[src/rtl/mdu_iter_if.sv]
`default_nettype none
// ============================================================================
// Module      : mdu_iter_if
// Description : Request/response bundle between operand read, the iterative
//               multiply/divide unit and register writeback.
// Revision    : 1.0
// ============================================================================
interface mdu_iter_if #(
    parameter int XLEN       = 32,
    parameter int ADDR_WIDTH = 5
);
    logic                  in_valid;
    logic                  in_ready;
    logic [2:0]            funct3;
    logic [XLEN-1:0]       src1;
    logic [XLEN-1:0]       src2;
    logic [ADDR_WIDTH-1:0] rd_in;
    logic                  out_valid;
    logic                  out_ready;
    logic [ADDR_WIDTH-1:0] out_rd;
    logic [XLEN-1:0]       out_data;
    logic                  busy;

    modport master (
        output in_valid, funct3, src1, src2, rd_in, out_ready,
        input  in_ready, out_valid, out_rd, out_data, busy
    );

    modport slave (
        input  in_valid, funct3, src1, src2, rd_in, out_ready,
        output in_ready, out_valid, out_rd, out_data, busy
    );
endinterface
`default_nettype wire

[src/rtl/mdu_iter.sv]
`default_nettype none
// ============================================================================
// Module      : mdu_iter
// Description : Iterative RV32M multiply/divide unit (shift-add multiply,
//               restoring divide, one bit per cycle) feeding rd writeback.
// Revision    : 1.0
// ============================================================================
module mdu_iter #(
    parameter int XLEN       = 32,
    parameter int ADDR_WIDTH = 5
) (
    input  logic       clk,
    input  logic       rst,
    input  logic       flush,
    mdu_iter_if.slave  bus
);

    localparam int c_CNT_W = $clog2(XLEN);

    typedef enum logic [2:0] {
        S_IDLE = 3'd0,
        S_MUL  = 3'd1,
        S_DIV  = 3'd2,
        S_FIX  = 3'd3,
        S_DONE = 3'd4
    } state_t;

    state_t                r_state;
    state_t                w_next;
    logic [c_CNT_W-1:0]    r_cnt;
    logic [2:0]            r_op;
    logic [ADDR_WIDTH-1:0] r_rd;
    logic                  r_neg;
    logic [2*XLEN-1:0]     r_acc;
    logic [XLEN-1:0]       r_rem;
    logic [XLEN-1:0]       r_opb;
    logic [XLEN-1:0]       r_res;

    // ---------------- accept-time decode ----------------
    logic            w_accept;
    logic            w_a_signed, w_b_signed, w_a_neg, w_b_neg;
    logic [XLEN-1:0] w_a_mag, w_b_mag;
    logic            w_div0, w_ovf, w_special, w_neg_flag;
    logic [XLEN-1:0] w_special_res;

    assign w_accept   = bus.in_valid && (r_state == S_IDLE) && !flush;
    assign w_a_signed = (bus.funct3 == 3'b001) || (bus.funct3 == 3'b010) ||
                        (bus.funct3 == 3'b100) || (bus.funct3 == 3'b110);
    assign w_b_signed = (bus.funct3 == 3'b001) || (bus.funct3 == 3'b100) ||
                        (bus.funct3 == 3'b110);
    assign w_a_neg    = w_a_signed && bus.src1[XLEN-1];
    assign w_b_neg    = w_b_signed && bus.src2[XLEN-1];
    assign w_a_mag    = w_a_neg ? -bus.src1 : bus.src1;
    assign w_b_mag    = w_b_neg ? -bus.src2 : bus.src2;

    // Remainder follows the dividend's sign; products and quotients the XOR.
    assign w_neg_flag = (bus.funct3[2] && bus.funct3[1]) ? w_a_neg : (w_a_neg ^ w_b_neg);

    assign w_div0    = bus.funct3[2] && (bus.src2 == '0);
    assign w_ovf     = bus.funct3[2] && !bus.funct3[0] &&
                       (bus.src1 == {1'b1, {(XLEN-1){1'b0}}}) && (bus.src2 == '1);
    assign w_special = w_div0 || w_ovf;
    assign w_special_res = w_div0 ? (bus.funct3[1] ? bus.src1 : '1)
                                  : (bus.funct3[1] ? '0 : {1'b1, {(XLEN-1){1'b0}}});

    // ---------------- iteration datapath ----------------
    logic [XLEN:0]     w_mul_sum;
    logic [2*XLEN-1:0] w_mul_next;
    logic [XLEN:0]     w_div_shift;
    logic [XLEN:0]     w_div_trial;
    logic              w_q_bit;
    logic [XLEN-1:0]   w_div_rem_next;

    assign w_mul_sum      = {1'b0, r_acc[2*XLEN-1:XLEN]} + {1'b0, (r_acc[0] ? r_opb : '0)};
    assign w_mul_next     = {w_mul_sum, r_acc[XLEN-1:1]};
    assign w_div_shift    = {r_rem, r_acc[XLEN-1]};
    assign w_div_trial    = w_div_shift - {1'b0, r_opb};
    assign w_q_bit        = !w_div_trial[XLEN];
    assign w_div_rem_next = w_q_bit ? w_div_trial[XLEN-1:0] : w_div_shift[XLEN-1:0];

    // ---------------- result fix-up ----------------
    logic [2*XLEN-1:0] w_prod;
    logic [XLEN-1:0]   w_quo, w_remv, w_fix_res;

    assign w_prod = r_neg ? -r_acc : r_acc;
    assign w_quo  = r_neg ? -r_acc[XLEN-1:0] : r_acc[XLEN-1:0];
    assign w_remv = r_neg ? -r_rem : r_rem;

    always_comb begin
        w_fix_res = w_remv;
        case (r_op)
            3'b000:                 w_fix_res = w_prod[XLEN-1:0];
            3'b001, 3'b010, 3'b011: w_fix_res = w_prod[2*XLEN-1:XLEN];
            3'b100, 3'b101:         w_fix_res = w_quo;
            default:                w_fix_res = w_remv;
        endcase
    end

    // ---------------- control FSM ----------------
    always_ff @(posedge clk) begin
        if (rst) r_state <= S_IDLE;
        else     r_state <= w_next;
    end

    always_comb begin
        w_next        = r_state;
        bus.in_ready  = 1'b0;
        bus.out_valid = 1'b0;
        bus.busy      = 1'b1;
        case (r_state)
            S_IDLE: begin
                bus.in_ready = 1'b1;
                bus.busy     = 1'b0;
                if (w_accept) begin
                    if (!bus.funct3[2]) w_next = S_MUL;
                    else if (w_special) w_next = S_DONE;
                    else                w_next = S_DIV;
                end
            end
            S_MUL, S_DIV: begin
                if (r_cnt == '0) w_next = S_FIX;
            end
            S_FIX:   w_next = S_DONE;
            S_DONE: begin
                bus.out_valid = 1'b1;
                if (bus.out_ready) w_next = S_IDLE;
            end
            default: w_next = S_IDLE;
        endcase
        if (flush) w_next = S_IDLE;
    end

    // ---------------- datapath registers ----------------
    always_ff @(posedge clk) begin
        if (rst) begin
            r_cnt <= '0;
            r_op  <= '0;
            r_rd  <= '0;
            r_neg <= 1'b0;
            r_acc <= '0;
            r_rem <= '0;
            r_opb <= '0;
            r_res <= '0;
        end else if (!flush) begin
            case (r_state)
                S_IDLE: begin
                    if (w_accept) begin
                        r_op  <= bus.funct3;
                        r_rd  <= bus.rd_in;
                        r_neg <= w_neg_flag;
                        r_cnt <= c_CNT_W'(XLEN-1);
                        r_rem <= '0;
                        // Multiply iterates over b with a as addend; divide shifts a out against b.
                        r_opb <= bus.funct3[2] ? w_b_mag : w_a_mag;
                        r_acc <= {{XLEN{1'b0}}, (bus.funct3[2] ? w_a_mag : w_b_mag)};
                        if (w_special) r_res <= w_special_res;
                    end
                end
                S_MUL: begin
                    r_acc <= w_mul_next;
                    r_cnt <= r_cnt - c_CNT_W'(1);
                end
                S_DIV: begin
                    r_rem            <= w_div_rem_next;
                    r_acc[XLEN-1:0]  <= {r_acc[XLEN-2:0], w_q_bit};
                    r_cnt            <= r_cnt - c_CNT_W'(1);
                end
                S_FIX:   r_res <= w_fix_res;
                default: ;
            endcase
        end
    end

    assign bus.out_rd   = r_rd;
    assign bus.out_data = r_res;

endmodule
`default_nettype wire

[src/flat_wrapper.sv]
// flat-port wrapper written by rule: the top's interface ports become plain ports
module mdu_iter_flat 
#(
    parameter int XLEN       = 32,
    parameter int ADDR_WIDTH = 5
)
  (clk, rst, flush, bus_in_valid, bus_funct3, bus_src1, bus_src2, bus_rd_in, bus_out_ready, bus_in_ready, bus_out_valid, bus_out_rd, bus_out_data, bus_busy);
  mdu_iter_if #(.XLEN(XLEN), .ADDR_WIDTH(ADDR_WIDTH)) bus_i ();
  input  logic clk;
  input  logic rst;
  input  logic flush;
  input wire logic [$bits(bus_i.in_valid)-1:0] bus_in_valid;
  input wire logic [$bits(bus_i.funct3)-1:0] bus_funct3;
  input wire logic [$bits(bus_i.src1)-1:0] bus_src1;
  input wire logic [$bits(bus_i.src2)-1:0] bus_src2;
  input wire logic [$bits(bus_i.rd_in)-1:0] bus_rd_in;
  input wire logic [$bits(bus_i.out_ready)-1:0] bus_out_ready;
  output wire logic [$bits(bus_i.in_ready)-1:0] bus_in_ready;
  output wire logic [$bits(bus_i.out_valid)-1:0] bus_out_valid;
  output wire logic [$bits(bus_i.out_rd)-1:0] bus_out_rd;
  output wire logic [$bits(bus_i.out_data)-1:0] bus_out_data;
  output wire logic [$bits(bus_i.busy)-1:0] bus_busy;
  assign bus_i.in_valid = bus_in_valid;
  assign bus_i.funct3 = bus_funct3;
  assign bus_i.src1 = bus_src1;
  assign bus_i.src2 = bus_src2;
  assign bus_i.rd_in = bus_rd_in;
  assign bus_i.out_ready = bus_out_ready;
  assign bus_in_ready = bus_i.in_ready;
  assign bus_out_valid = bus_i.out_valid;
  assign bus_out_rd = bus_i.out_rd;
  assign bus_out_data = bus_i.out_data;
  assign bus_busy = bus_i.busy;
  mdu_iter #(.XLEN(XLEN), .ADDR_WIDTH(ADDR_WIDTH)) u_core (.clk(clk), .rst(rst), .flush(flush), .bus(bus_i));
endmodule
[config.mk]
export PLATFORM = sky130hd
export DESIGN_NAME = mdu_iter_flat
export DESIGN_NICKNAME = d
export VERILOG_FILES = /design/src/rtl/mdu_iter_if.sv /design/src/rtl/mdu_iter.sv /design/src/flat_wrapper.sv
export SDC_FILE = /design/constraint.sdc
export NUM_CORES = 1
export LEC_CHECK = 0
export CORE_ASPECT_RATIO = 1.4
export CORE_MARGIN = 2
export CORE_UTILIZATION = 25
export DETAILED_ROUTE_END_ITERATION = 10
export PLACE_DENSITY = 0.48
export SETUP_SLACK_MARGIN = 0.2
export SKIP_CTS_REPAIR_TIMING = 1
export SYNTH_ARGS = -nofsm -noshare
export SYNTH_HDL_FRONTEND = slang
export SYNTH_SLANG_ARGS = --single-unit
[constraint.sdc]
create_clock -name clk -period 4.8 [get_ports clk]
set_input_delay 0.96 -clock clk [delete_from_list [all_inputs] [get_ports clk]]
set_output_delay 0.96 -clock clk [all_outputs]
set_load 0.01 [all_outputs]
==> results.json <==
{
  "synthTopCellsByArea": "dfxtp_1 23%, xnor2_1 6.0%, a21oi_1 5.9%",
  "grt_pass1_vias": 16119,
  "antenna_found_initial": 0,
  "final_common_cell": "nand2_1",
  "wl_per_cell_um": 23.6,
  "nets": 2327,
  "insertion_delay_ps": 470,
  "p_leak_nw": 6.88,
  "hold_path_class": "flop to flop",
  "drt-total-wl_um": 71100,
  "area_delta_synth_final_pct": 17.5,
  "p_seq_share_pct": 35.4,
  "synth_edf_count": 0,
  "max_freq_ghz": 0.246,
  "switchingPower_w": 0.00168,
  "critical_path_arrival_ps": 4400,
  "p_int_w": 0.00292,
  "rows": 108,
  "crit_path_top_delay_cell": "o31ai_1",
  "dp_hpwl_um": 57100,
  "start_util_pct": 25.3,
  "end_kind": "flop",
  "cp_cell_sequence": "inv_1 -> ha_1 -> fa_1 -> nand2b_1 -> a21oi_1 -> o21ai_0 -> a21o_1 -> o31ai_1 -> a221oi_2 -> xnor2_4 -> buf_12 -> mux2i_1 -> o21ai_0",
  "io_buffers": 116,
  "die_h_um": 301,
  "firstDrtPassIters": 6,
  "core_region_area_sq_um": 62000,
  "rrSetupSlack_ps": 740,
  "worstPathMaxFanout": 28,
  "maxSlewHeadroom_pct": 25.7,
  "tns_ps": 0,
  "postRouteAntennaNets": 0,
  "p_clk_share_pct": 34.9,
  "routed-wl-met2_um": 36000,
  "min_from": "u_core.r_opb[6]",
  "maxCapViolations": 0,
  "status": "finished, final reports clean",
  "slew_violations": 0,
  "cp_data_required_time_ps": 5140,
  "route.vias.total": 16635,
  "post-route-period-util_pct": 84.6,
  "synth_top_area_share_pct": 22.6,
  "final_cell_mix": "224 x nand2_1, 204 x nor2_1, 185 x a21oi_1",
  "grt_setup_unrepaired": "false",
  "cts_max_level": 4,
  "yosysWarnings": 0,
  "r2r-start": "u_core.r_acc[31]",
  "total_power_w": 0.00461,
  "cp_common_cell": "o21ai_0",
  "die_w_um": 216,
  "drcViolationCount": 0,
  "path_class": "flop to flop",
  "r2r_end": "u_core.r_rem[7]",
  "synth_fp_nets": 2282,
  "synth_flop_cell": "dfxtp_1",
  "clk_path_buf_depth": 2,
  "root_buffer": "clkbuf_16",
  "cts_tree": "yes",
  "netlist_area_sq_um": 15700,
  "startpoint": "u_core.r_acc[31]",
  "drt_iter0_drc": 1317,
  "synthCells": 2132,
  "die-area_sq_um": 64900,
  "whs_path_depth": 2,
  "hold_end": "u_core.r_opb[6]",
  "grt_util_all_layers_pct": 21.6,
  "top_layer_used": "met4",
  "ff2ff_path_depth": 13,
  "met3_length_um": 2330,
  "grt_max_degree": 89,
  "layout-drive-gt1-share_pct": 6.80,
  "path_clk_slew_ps": 80,
  "place_congestion": 0.986,
  "ys_seq_area_share_pct": 22.6,
  "io_pins": 117,
  "final_hold_viol_count": 0,
  "finClkSkew_ps": 19.5,
  "switching_share_pct": 36.5,
  "yosysUniqueCellTypes": 87,
  "period_minus_slack_ps": 4060,
  "grt_overflow_total": 0,
  "setup_viol": 0,
  "synth_seq_cells": 177,
  "yosys.area.top_type": "dfxtp_1",
  "ir_drop_mv": 0.301,
  "critPathMaxStageDelay_ps": 510,
  "grt_pass1_wl_um": 105000,
  "synthArstFlopShare_pct": 0,
  "vias_per_cell": 5.52,
  "syn_area_per_cell_sq_um": 7.37,
  "clkSinkCount": 177,
  "antenna_cells": 0,
  "worstMarginPinSlew_ps": 1110,
  "drt-met1-wl_um": 26400,
  "startpoint_type": "flop",
  "cts_buffers": 17,
  "p_per_area_nw_per_um2": 250,
  "combPwrFrac_pct": 29.7
}
layer usage:
layer,vias up,track usage (%)
li1,7917,-
met1,8003,22.8
met2,541,39.1
met3,174,1.70
met4,0,17.8
met5,-,0
synthesized netlist by cell type (all sizes together), types with 22 or more instances:
| master | instances |
|---|---|
| nor3 | 60 |
| o21ai | 170 |
| clkbuf | 130 |
| inv | 74 |
| a221oi | 28 |
| o22ai | 29 |
| o41ai | 24 |
| nor4 | 24 |
| nand3 | 22 |
| dfxtp | 177 |
| nor2 | 209 |
| o211ai | 26 |
| xnor2 | 108 |
| a22oi | 22 |
| nand2 | 226 |
| a21o | 33 |
| mux2i | 60 |
| or3 | 36 |
| xor2 | 84 |
| nand4 | 31 |
| a211oi | 27 |
| o31ai | 50 |
| ha | 71 |
| a21oi | 186 |
area by class of cell:
cell class | count | area (sq um)
clock buffer | 19 | 443
clock inverter | 13 | 199
fill | 6765 | 43600
inverter | 75 | 282
multi-input combinational | 1731 | 11300
sequential | 177 | 3540
tap | 825 | 1030
timing repair buffer | 175 | 1620
sequential cells by signal (all words and copies together) (netlist names):
register	flops
u_core.r_neg	1
u_core.r_rem	32
u_core.r_acc	64
u_core.bus.out_data	32
u_core.r_state	3
u_core.bus.out_rd	5
u_core.r_opb	32
u_core.r_cnt	5
u_core.r_op	3
worst max-delay path by stage:
stage,to,slack (ps),cells after the start
3_3_place_gp,u_core.bus.out_data[30],590,9
2_1_floorplan,u_core.r_opb[19],1530,10
4_1_cts,u_core.r_rem[5],760,13
3_5_place_dp,u_core.bus.out_data[30],470,9
6_report,u_core.r_rem[7],740,13
5_1_grt,u_core.r_rem[7],400,13
power groups by stage:
stage	sequential, W	clock, W	combinational [W]
2_1_floorplan	0.00160	0	0.000875
3_3_place_gp	0.00166	0	0.00135
3_5_place_dp	0.00166	0	0.00135
4_1_cts	0.00163	0.00164	0.00136
5_1_grt	0.00164	0.00169	0.00147
6_report	0.00163	0.00161	0.00137
worst max-delay path: cells and delay by family, from the launching register on:
kind	cells	cell delay, ps
xor+xnor	1	390
flops	1	470
simple gates	1	190
mux	1	210
fa+ha+maj	2	640
buf+inv	2	420
compound gates	6	1560
per-stage QoR:
step	util, %	cells	instance area, sq um	hold slack (ps)	setup slack [ps]
2_1_floorplan	-	2132	15700	432	1530
3_3_place_gp	28.7	2983	17800	443	589
3_5_place_dp	28.7	2983	17800	450	466
4_1_cts	29.7	3015	18400	461	757
5_1_grt	29.7	3015	18400	479	398
6_report	29.7	3015	18400	456	739
cell families after synthesis:
| group | synth area share [%] |
|---|---|
| buffers and inverters | 5.61 |
| AO/OA/AOI/OAI | 29.9 |
| flip-flops | 22.6 |
| AND/OR/NAND/NOR | 21.3 |
| multiplexers | 3.82 |
| XOR/XNOR | 10.8 |
| adder cells (fa/ha/maj) | 5.91 |
Note: power is estimated with default switching activity, not from simulation.
